### src/rtl/stage_sequencer.sv
// -----------------------------------------------------------------------------
// stage_sequencer
//
// Purpose
//   Multi-cycle instruction sequencer. It walks each instruction through
//   FETCH -> DECODE -> EXECUTE -> MEMORY -> WRITEBACK and then returns to FETCH.
//   It keeps the program counter and a saturating count of retired
//   instructions. An endProgram request seen in DECODE parks the sequencer
//   in HALT. Only reset leaves HALT.
//
// Optional feature
//   STAGE_SEQUENCER_MEM_SKIP_EN : when defined, an instruction that makes no
//   memory request in EXECUTE goes straight to WRITEBACK (4-cycle
//   instruction). When undefined, every instruction passes through MEMORY
//   for at least one cycle.
//
// Handshake semantics
//   start is a level sampled only in IDLE: the first rising edge that sees
//   start=1 begins execution. In MEMORY, a pending request
//   (memRead|memWrite) completes on the first edge where memReady=1. The
//   state is held with no timeout until then. With no request, MEMORY is
//   left on the next edge.
//
// Ports
//   clock, reset_n      : single clock, asynchronous active-low reset
//   start               : begin execution (IDLE only)
//   endProgram          : halt request (DECODE only)
//   branch, zero        : branch condition inputs (EXECUTE only)
//   branchOffset        : signed PC offset (EXECUTE only)
//   memRead, memWrite   : memory request (MEMORY; also EXECUTE with skip)
//   memReady            : memory access complete
//   stage1..stage5      : registered one-hot stage enables
//   pc                  : current instruction address
//   busy                : high in FETCH..WRITEBACK
//   halted              : high in HALT
//   instrCount          : retired instruction count, saturating
//   state_dbg           : current FSM state encoding, for observation
// -----------------------------------------------------------------------------
module stage_sequencer #(
    parameter int PC_WIDTH  = 4,
    parameter int CNT_WIDTH = 16
) (
    input  logic                 clock,
    input  logic                 reset_n,
    input  logic                 start,
    input  logic                 endProgram,
    input  logic                 branch,
    input  logic                 zero,
    input  logic [PC_WIDTH-1:0]  branchOffset,
    input  logic                 memRead,
    input  logic                 memWrite,
    input  logic                 memReady,
    output logic                 stage1,
    output logic                 stage2,
    output logic                 stage3,
    output logic                 stage4,
    output logic                 stage5,
    output logic [PC_WIDTH-1:0]  pc,
    output logic                 busy,
    output logic                 halted,
    output logic [CNT_WIDTH-1:0] instrCount,
    output logic [2:0]           state_dbg
);

    typedef enum logic [2:0] {
        S_IDLE      = 3'd0,
        S_FETCH     = 3'd1,
        S_DECODE    = 3'd2,
        S_EXECUTE   = 3'd3,
        S_MEMORY    = 3'd4,
        S_WRITEBACK = 3'd5,
        S_HALT      = 3'd6
    } state_e;

    state_e                state_q, state_d;
    logic [PC_WIDTH-1:0]   pc_q, pc_d;
    logic [CNT_WIDTH-1:0]  cnt_q, cnt_d;
    logic                  taken_q, taken_d;
    logic [PC_WIDTH-1:0]   offset_q, offset_d;
    logic [4:0]            stage_q, stage_d;
    logic                  busy_q, busy_d;
    logic                  halted_q, halted_d;

    logic                  mem_req;

    assign mem_req = memRead | memWrite;

    // Next-state and datapath updates.
    always_comb begin
        state_d  = state_q;
        pc_d     = pc_q;
        cnt_d    = cnt_q;
        taken_d  = taken_q;
        offset_d = offset_q;

        case (state_q)
            S_IDLE: begin
                if (start) begin
                    state_d = S_FETCH;
                end
            end
            S_FETCH: begin
                state_d = S_DECODE;
            end
            S_DECODE: begin
                // A halting instruction never reaches EXECUTE, so it leaves
                // pc and instrCount untouched.
                if (endProgram) begin
                    state_d = S_HALT;
                end else begin
                    state_d = S_EXECUTE;
                end
            end
            S_EXECUTE: begin
                // The branch decision is captured here. It is consumed only
                // when WRITEBACK retires the instruction.
                taken_d  = branch & zero;
                offset_d = branchOffset;
`ifdef STAGE_SEQUENCER_MEM_SKIP_EN
                if (mem_req) begin
                    state_d = S_MEMORY;
                end else begin
                    state_d = S_WRITEBACK;
                end
`else
                state_d = S_MEMORY;
`endif
            end
            S_MEMORY: begin
                if (!mem_req || memReady) begin
                    state_d = S_WRITEBACK;
                end
            end
            S_WRITEBACK: begin
                state_d = S_FETCH;
                // The offset is two's complement, so a plain modular add
                // covers both forward and backward branches.
                if (taken_q) begin
                    pc_d = pc_q + PC_WIDTH'(1) + offset_q;
                end else begin
                    pc_d = pc_q + PC_WIDTH'(1);
                end
                if (cnt_q != {CNT_WIDTH{1'b1}}) begin
                    cnt_d = cnt_q + CNT_WIDTH'(1);
                end
            end
            S_HALT: begin
                state_d = S_HALT;
            end
            default: begin
                state_d = S_IDLE;
            end
        endcase
    end

    // The status outputs are decoded from the next state and registered, so
    // they line up with the state register without a combinational path out.
    always_comb begin
        stage_d  = 5'b00000;
        busy_d   = 1'b0;
        halted_d = 1'b0;
        case (state_d)
            S_FETCH:     begin stage_d = 5'b00001; busy_d = 1'b1; end
            S_DECODE:    begin stage_d = 5'b00010; busy_d = 1'b1; end
            S_EXECUTE:   begin stage_d = 5'b00100; busy_d = 1'b1; end
            S_MEMORY:    begin stage_d = 5'b01000; busy_d = 1'b1; end
            S_WRITEBACK: begin stage_d = 5'b10000; busy_d = 1'b1; end
            S_HALT:      begin halted_d = 1'b1; end
            default:     begin stage_d = 5'b00000; end
        endcase
    end

    always_ff @(posedge clock or negedge reset_n) begin
        if (!reset_n) begin
            state_q  <= S_IDLE;
            pc_q     <= '0;
            cnt_q    <= '0;
            taken_q  <= 1'b0;
            offset_q <= '0;
            stage_q  <= '0;
            busy_q   <= 1'b0;
            halted_q <= 1'b0;
        end else begin
            state_q  <= state_d;
            pc_q     <= pc_d;
            cnt_q    <= cnt_d;
            taken_q  <= taken_d;
            offset_q <= offset_d;
            stage_q  <= stage_d;
            busy_q   <= busy_d;
            halted_q <= halted_d;
        end
    end

    assign stage1     = stage_q[0];
    assign stage2     = stage_q[1];
    assign stage3     = stage_q[2];
    assign stage4     = stage_q[3];
    assign stage5     = stage_q[4];
    assign pc         = pc_q;
    assign busy       = busy_q;
    assign halted     = halted_q;
    assign instrCount = cnt_q;
    assign state_dbg  = state_q;

endmodule

### config.mk
export PLATFORM = sky130hd
export DESIGN_NAME = stage_sequencer
export DESIGN_NICKNAME = d
export VERILOG_FILES = /design/src/rtl/stage_sequencer.sv
export SDC_FILE = /design/constraint.sdc
export NUM_CORES = 1
export LEC_CHECK = 0
export CAP_MARGIN = 15
export CORE_UTILIZATION = 25
export DETAILED_ROUTE_END_ITERATION = 10
export GPL_ROUTABILITY_DRIVEN = 0
export PLACE_DENSITY = 0.47
export SETUP_SLACK_MARGIN = 0.1
export SLEW_MARGIN = 20
export SYNTH_ARGS = -nofsm -noshare
export SYNTH_HDL_FRONTEND = slang
export SYNTH_SLANG_ARGS = --single-unit
### constraint.sdc
create_clock -name clock -period 2.3 [get_ports clock]
set_input_delay 0.46 -clock clock [delete_from_list [all_inputs] [get_ports clock]]
set_output_delay 0.46 -clock clock [all_outputs]
set_load 0.005 [all_outputs]
==> metrics, run 1 <==
outcome finished with violations; failing checks design-rule violations; core area about 6500 sq um; pre-CTS setup slack 0.08066 ns; adder-cell share of the synthesized area between 4 and 5%; cell area after synthesis about 1700 sq um; vias in the first global route ~1300; final worst path period share between 90% and 100%; top-count cell post-synth dfrtp_1; Post-DP Area between 2000 and 2500 sq um; Worst-Skew Late Latency approximately 0.28 ns; number of synthesized flops with an enable pin 0; drt pass-1 iters 7; starting density of the core 26.25%; routed via count around 1300; synth warn 0; Main synth FF type dfrtp_1; design area between 2000 and 2500 sq um; CTS tree yes; main combinational cell family by area after synthesis simple AND/OR/NAND/NOR gates; synth top area cells dfrtp_1 52%, xnor2_1 5.2%, mux2_2 4.0%, ha_1 3.7%, xor2_1 3.6%; Mean Syn Cell Area ~11 sq um; Layout area overhead 35.20%; # DRC 2; Max Clock Freq around 470 MHz; Final Non-Filler Cells between 200 and 300; CP required approximately 2.5 ns; total power roughly 2.6 mW; post-route ant nets 0; Slew Viols, Final 0; I/O pins 43; cell count after placement around 260; share of layout cells above drive strength 1 13.27%; Final Core Density 35.49%; post-synthesis simple-gate area fraction approximately 21%; Clock Pin Slew Worst Setup and Hold Paths 0.06 ns; cell area power density about 1100 nW/um^2; Die ar. slightly above 7000 sq um; DRT Wirelength roughly 3.8 mm; Yosys reg bits 35; mean routed wirelength per cell 13.81 microns; Crit path arrival time ~2.3 ns; ys async rst share between 90% and 100%; Die Span Y 84.35 microns; compound-gate portion of the synthesized area roughly 5.5%; Max FO, Critical Path 3; final setup TNS 0 ns; CP endpoint kind flip-flop; number of clock sinks 35; Overall Global Routing Usage a little under an eighth; final setup vio count 0; Hold Violations, Final 0; IO Port Bufs 42; CP Class flip-flop to flip-flop; CTS Root Cell clkbuf_8; # fillers approximately 660; largest net degree at the start of global routing 36; Rel. slew slack between 60 and 70%; post-synth top area share 51.66%; post-synth top area cell dfrtp_1; worst hold path type flip-flop to flip-flop; Pleak around 0.98 nW; global-route wire length before repair 6.479 mm; maximum vdd drop 520.8 uV; antenna fix cells 0; synthesized net count around 170; Cells after Synth roughly 150; worst setup margin approximately 0.19 ns; Overflow after GRT 0; Rows 29; Seq/Total Area, Yosys roughly 52%; die width about 84 microns; initial antenna violation count 0; mux cell area share after synthesis roughly 5.8%; fin nets 216; Vias/cell between 4 and 5; clk_skew between 0.003 and 0.004 ns; Clock Path Buffers 2; RSZ-0062 raised after global routing false; Post-Synth XOR/XNOR Area 8.782%; HPWL after detailed placement ~2.7 mm; synth unique cells 36; Worst-Margin Slew around 0.46 ns; H-tree depth 2; hold slack 0.4723 ns; Max Cap Viol 0; top cells by count, synth 35 x dfrtp_1, 10 x nand2_1, 10 x nand3_1, 10 x xnor2_1, 7 x xor2_1; startpoint types flip-flop; post-route minimum period around 2.1 ns; Num CTS Buffers 5; 1st-iter DRT viols a little over 80
## cells in the final DEF, fill, tap and decap left out, types with 2 or more instances in the layout
master and count:
clkdlybuf4s50_1 42, dfrtp_1 35, nand2_1 10, nand3_1 10, xnor2_1 10, xor2_1 7, o21ai_0 6, nor2_1 6
mux2_2 6, nand4_1 6, clkbuf_8 5, buf_4 5, nor3_1 4, and3_1 4, ha_1 4, mux2i_1 3
nor3b_1 3, a21oi_1 3, and4_1 3, a21oi_2 2, or2_2 2, inv_1 2, and2_1 2, nand3b_1 2
## final timing paths
kind	start	end	slack, ns	cells after the start
min	pc[3]$_DFFE_PN0N_	pc[3]$_DFFE_PN0N_	0.47	1
max reg2reg	pc[0]$_DFFE_PN0N_	pc[3]$_DFFE_PN0N_	0.19	8
max in group asynchronous	reset_n	stage_q[2]$_DFF_PN0_	1.38	2
min reg2reg	pc[3]$_DFFE_PN0N_	pc[3]$_DFFE_PN0N_	0.47	1
min in group asynchronous	reset_n	halted$_DFF_PN0_	0.60	2
max	pc[0]$_DFFE_PN0N_	pc[3]$_DFFE_PN0N_	0.19	8
## worst max-delay path, stage by stage, from the launching register on
cell and delay, ns:
dfrtp_1 0.39, ha_2 0.19, xor2_1 0.17, ha_1 0.34
or2_4 0.24, a21o_1 0.17, a31o_1 0.23, a21oi_2 0.14
xor2_1 0.15
## what timing repair did
| action | 4_1_cts | 5_1_grt |
|---|---|---|
| endpoints found under the setup margin | 1 | 1 |
| gates resized for setup | 0 | 3 |
| hold buffers | 0 | 0 |
| buffers inserted | 2 | 2 |
| pin swaps | 0 | 6 |
## report_power, final
group / leakage, nW / switching [mW] / internal (mW)
Clock: 0.0371 / 0.204 / 0.202
Sequential: 0.456 / 0.219 / 0.800
Combinational: 0.490 / 0.470 / 0.696
## layout make-up
class	count	area (sq um)	area share, %
clock buffer	6	72.57	3.166
inverter	2	7.507	0.3275
multi-input combinational	106	782.0	34.12
sequential	35	875.8	38.21
tap	77	96.34	4.203
timing repair buffer	47	457.9	19.98
## logic make-up after synthesis
kind of cell | count (synthesis)
flip-flops | 35
multiplexers | 9
XOR/XNOR | 17
AO/OA/AOI/OAI | 15
buffers and inverters | 7
adder cells (fa/ha/maj) | 6
AND/OR/NAND/NOR | 59
## flip-flops by register name (all words and copies together), names as in the netlist
signal and flops:
instrCount 16, stage_q 5, offset_q 4, pc 4
state_dbg 3, busy 1, halted 1, taken_q 1
## routing by layer
layer / wire [microns] / vias up / track usage [%]
met4: 40 / 0 / 4.468
met5: 0 / - / 0
met2: 1847 / 33 / 19.30
met1: 1654 / 636 / 13.92
li1: - / 616 / -
met3: 228 / 4 / 4.425
No activity file was read; power rests on OpenSTA's default activity.
==> run 2: changes to the inputs <==
--- a/config.mk
+++ b/config.mk
@@ -6,6 +6,7 @@
 export NUM_CORES = 1
 export LEC_CHECK = 0
 export CAP_MARGIN = 15
+export CORE_MARGIN = 2
 export CORE_UTILIZATION = 25
 export DETAILED_ROUTE_END_ITERATION = 10
 export GPL_ROUTABILITY_DRIVEN = 0
==> run 2 against run 1 <==
Utilization fell by 1.2 points; largest cell class unchanged; combinational power is 9% lower; die area is 4.8% higher; sequential power hardly changed; setup slack worse by 0.0010 ns; the run now ends clean; non-clock buffer count shrank 2.
==> metrics, run 2 (synthesis gave the netlist of run 1 again) <==
outcome complete, no violations (was finished with violations); # fillers 693 (was 659); maximum vdd drop 409.6 uV (was 520.8 uV); cell area power density 1101 nW/um^2 (was 1130 nW/um^2); Crit path arrival time 2.32 ns (about the same); largest net degree at the start of global routing 36 (unchanged); Reg power frac 40.4% (was 39.3%); final worst path period share 91.90% (was 91.86%); Worst Reg-to-Reg Cells 8 (unchanged); Pleak 0.9820 nW (was 0.9829 nW); fin nets 214 (was 216); leading cell types in the layout, fill and taps excluded 42 x clkdlybuf4s50_1, 35 x dfrtp_1, 10 x nand2_1, 10 x nand3_1, 10 x xnor2_1 (unchanged); Clock Path Buffers 2 (unchanged); P_int 1.664 mW (was 1.698 mW); Slew Viols, Final 0 (unchanged); Final Non-Filler Cells 275 (was 273); CTS Root Cell clkbuf_8 (unchanged); global-route wire length before repair 5.899 mm (was 6.479 mm); Rel. slew slack 67.20% (was 69.42%); CTS tree yes (unchanged); # DRC 0 (was 2); Overall Global Routing Usage 10.17% (was 11.71%); HPWL after detailed placement 2.522 mm (was 2.687 mm); DRT Wirelength 3.587 mm (was 3.771 mm); Vias/cell 4.636 (was 4.722); RSZ-0062 raised after global routing false (unchanged); cell count after placement 267 (was 263); met1 Usage GRT 14.97% (was 13.92%); setup slack, reg-to-reg 0.19 ns (about the same); mean routed wirelength per cell 13.04 microns (was 13.81 microns); clk_skew 0.005549 ns (was 0.003427 ns); Clock Pin Slew Worst Setup and Hold Paths 0.07 ns (was 0.06 ns); H-tree depth 2 (unchanged); routing usage on met3 2.952% (was 4.425%); die width 86.35 microns (was 84.35 microns); met2 Track Usage GR 13.78% (was 19.30%); Worst-Skew Late Latency 0.28 ns (about the same); Max Clock Freq 473.1 MHz (was 473.3 MHz); drt pass-1 iters 4 (was 7); Max Cap Viol 0 (unchanged); final setup TNS 0 ns (unchanged); Max stage delay cell, worst path dfrtp_1 (unchanged); Most Used Layer, Global Route met1 (was met2); Max FO, Critical Path 3 (unchanged); Crit path top cell by count xor2_1 (unchanged); 1st-iter DRT viols 58 (was 82); Num CTS Buffers 5 (unchanged); critical-path cell list ha_2, xor2_1, ha_1, or2_2, a21o_1, a31o_1, a21oi_2, xor2_1 (was ha_2, xor2_1, ha_1, or2_4, a21o_1, a31o_1, a21oi_2, xor2_1); Critical Path Max Stage Delay 0.40 ns (was 0.39 ns); worst r2r src pc[0]$_DFFE_PN0N_ (unchanged); startpoint types flip-flop (unchanged); Worst-Margin Slew 0.4920 ns (was 0.4588 ns); vias in the first global route 1154 (was 1309); register area 875.8 sq um (unchanged); Overflow after GRT 0 (unchanged); I/O pins 43 (unchanged); share of layout cells above drive strength 1 13.33% (was 13.27%); min-delay src pc[3]$_DFFE_PN0N_ (unchanged); Comb power frac 41.9% (was 45.0%); initial antenna violation count 0 (unchanged); post-cts hold buffer count 0 (unchanged); worst setup path start pc[0]$_DFFE_PN0N_ (unchanged); post-route ant nets 0 (unchanged); Die Span Y 86.35 microns (was 84.35 microns); most common cell after layout, fill and taps aside clkdlybuf4s50_1 (unchanged); post-route minimum period 2.114 ns (was 2.113 ns); IO Port Bufs 42 (unchanged); Layout area overhead 35.28% (was 35.20%); Rows 30 (was 29); Hold Violations, Final 0 (unchanged); CP endpoint kind flip-flop (unchanged); worst hold path type flip-flop to flip-flop (unchanged); Switch Pwr 0.8606 mW (was 0.8926 mW); CP required 2.51 ns (was 2.50 ns); starting density of the core 25.37% (was 26.25%); antenna fix cells 0 (unchanged); max reg flops 16 (unchanged); core area 6681 sq um (was 6459 sq um); Hold Path Cell Cnt 1 (unchanged); clock power share 17.8% (was 15.7%); multi-input logic area 779.5 sq um (was 782.0 sq um); Final Core Density 34.33% (was 35.49%); number of clock sinks 35 (unchanged); Die ar. 7456 sq um (was 7115 sq um); routed via count 1275 (was 1289); final setup vio count 0 (unchanged); CP Class flip-flop to flip-flop (unchanged); sw frac 34.08% (was 34.45%)
## run 2: area by class of cell
class                           count  share of cell area, %
Clock buffer                        6                  3.601
Clock inverter                      1                 0.2182
Inverter                            2                 0.3273
Multi-Input combinational cell    106                  33.99
Sequential cell                    35                  38.19
Tap cell                           80                  4.364
Timing Repair Buffer               45                  19.31
## run 2: power by group through the flow
stage               registers, mW  logic [mW]  clock network (mW)
global route                 1.06        1.18               0.499
finish                       1.02        1.06               0.449
CTS                          1.03        1.04               0.480
floorplan                   0.947       0.692                   0
global placement             1.04        1.03                   0
detailed placement           1.04        1.04                   0
## run 2: worst paths after layout
check,to
setup / recovery,pc[3]$_DFFE_PN0N_
hold / removal,pc[3]$_DFFE_PN0N_
setup reg to reg,pc[3]$_DFFE_PN0N_
hold reg to reg,pc[3]$_DFFE_PN0N_
max in group asynchronous,offset_q[2]$_DFFE_PN0P_
min in group asynchronous,instrCount[15]$_DFFE_PN0P_
## run 2: through the flow
stage               setup WS, ns  hold slack, ns  power (mW)  area (sq um)
finish                    0.1862          0.4625       2.525          2293
global route              0.1256          0.4802       2.739          2293
CTS                       0.1118          0.4713       2.552          2280
detailed placement        0.1211          0.4587       2.073          2192
global placement          0.1754          0.4618       2.069          2192
floorplan                 0.1914          0.1644       1.639          1695
## run 2: layer usage
metal	share of wire, %	up-vias
met1	50	620
li1	-	614
met5	0	-
met3	4.8	7
met2	42	34
met4	2.3	0
## run 2: what timing repair did
item                                   4_1_cts  5_1_grt
resized for setup                            0        2
setup endpoints to repair                    0        1
endpoints found under the hold margin        0        0
setup buffers                                0        1
## run 2: worst max-delay path: cells and delay by family, from the launching register on
family | cells | cell delay [ns]
AOI/OAI and AO/OA | 3 | 0.54
adders and majority gates | 2 | 0.51
DFF | 1 | 0.40
and+or+nand+nor | 1 | 0.30
xor gates and xnor gates | 2 | 0.31
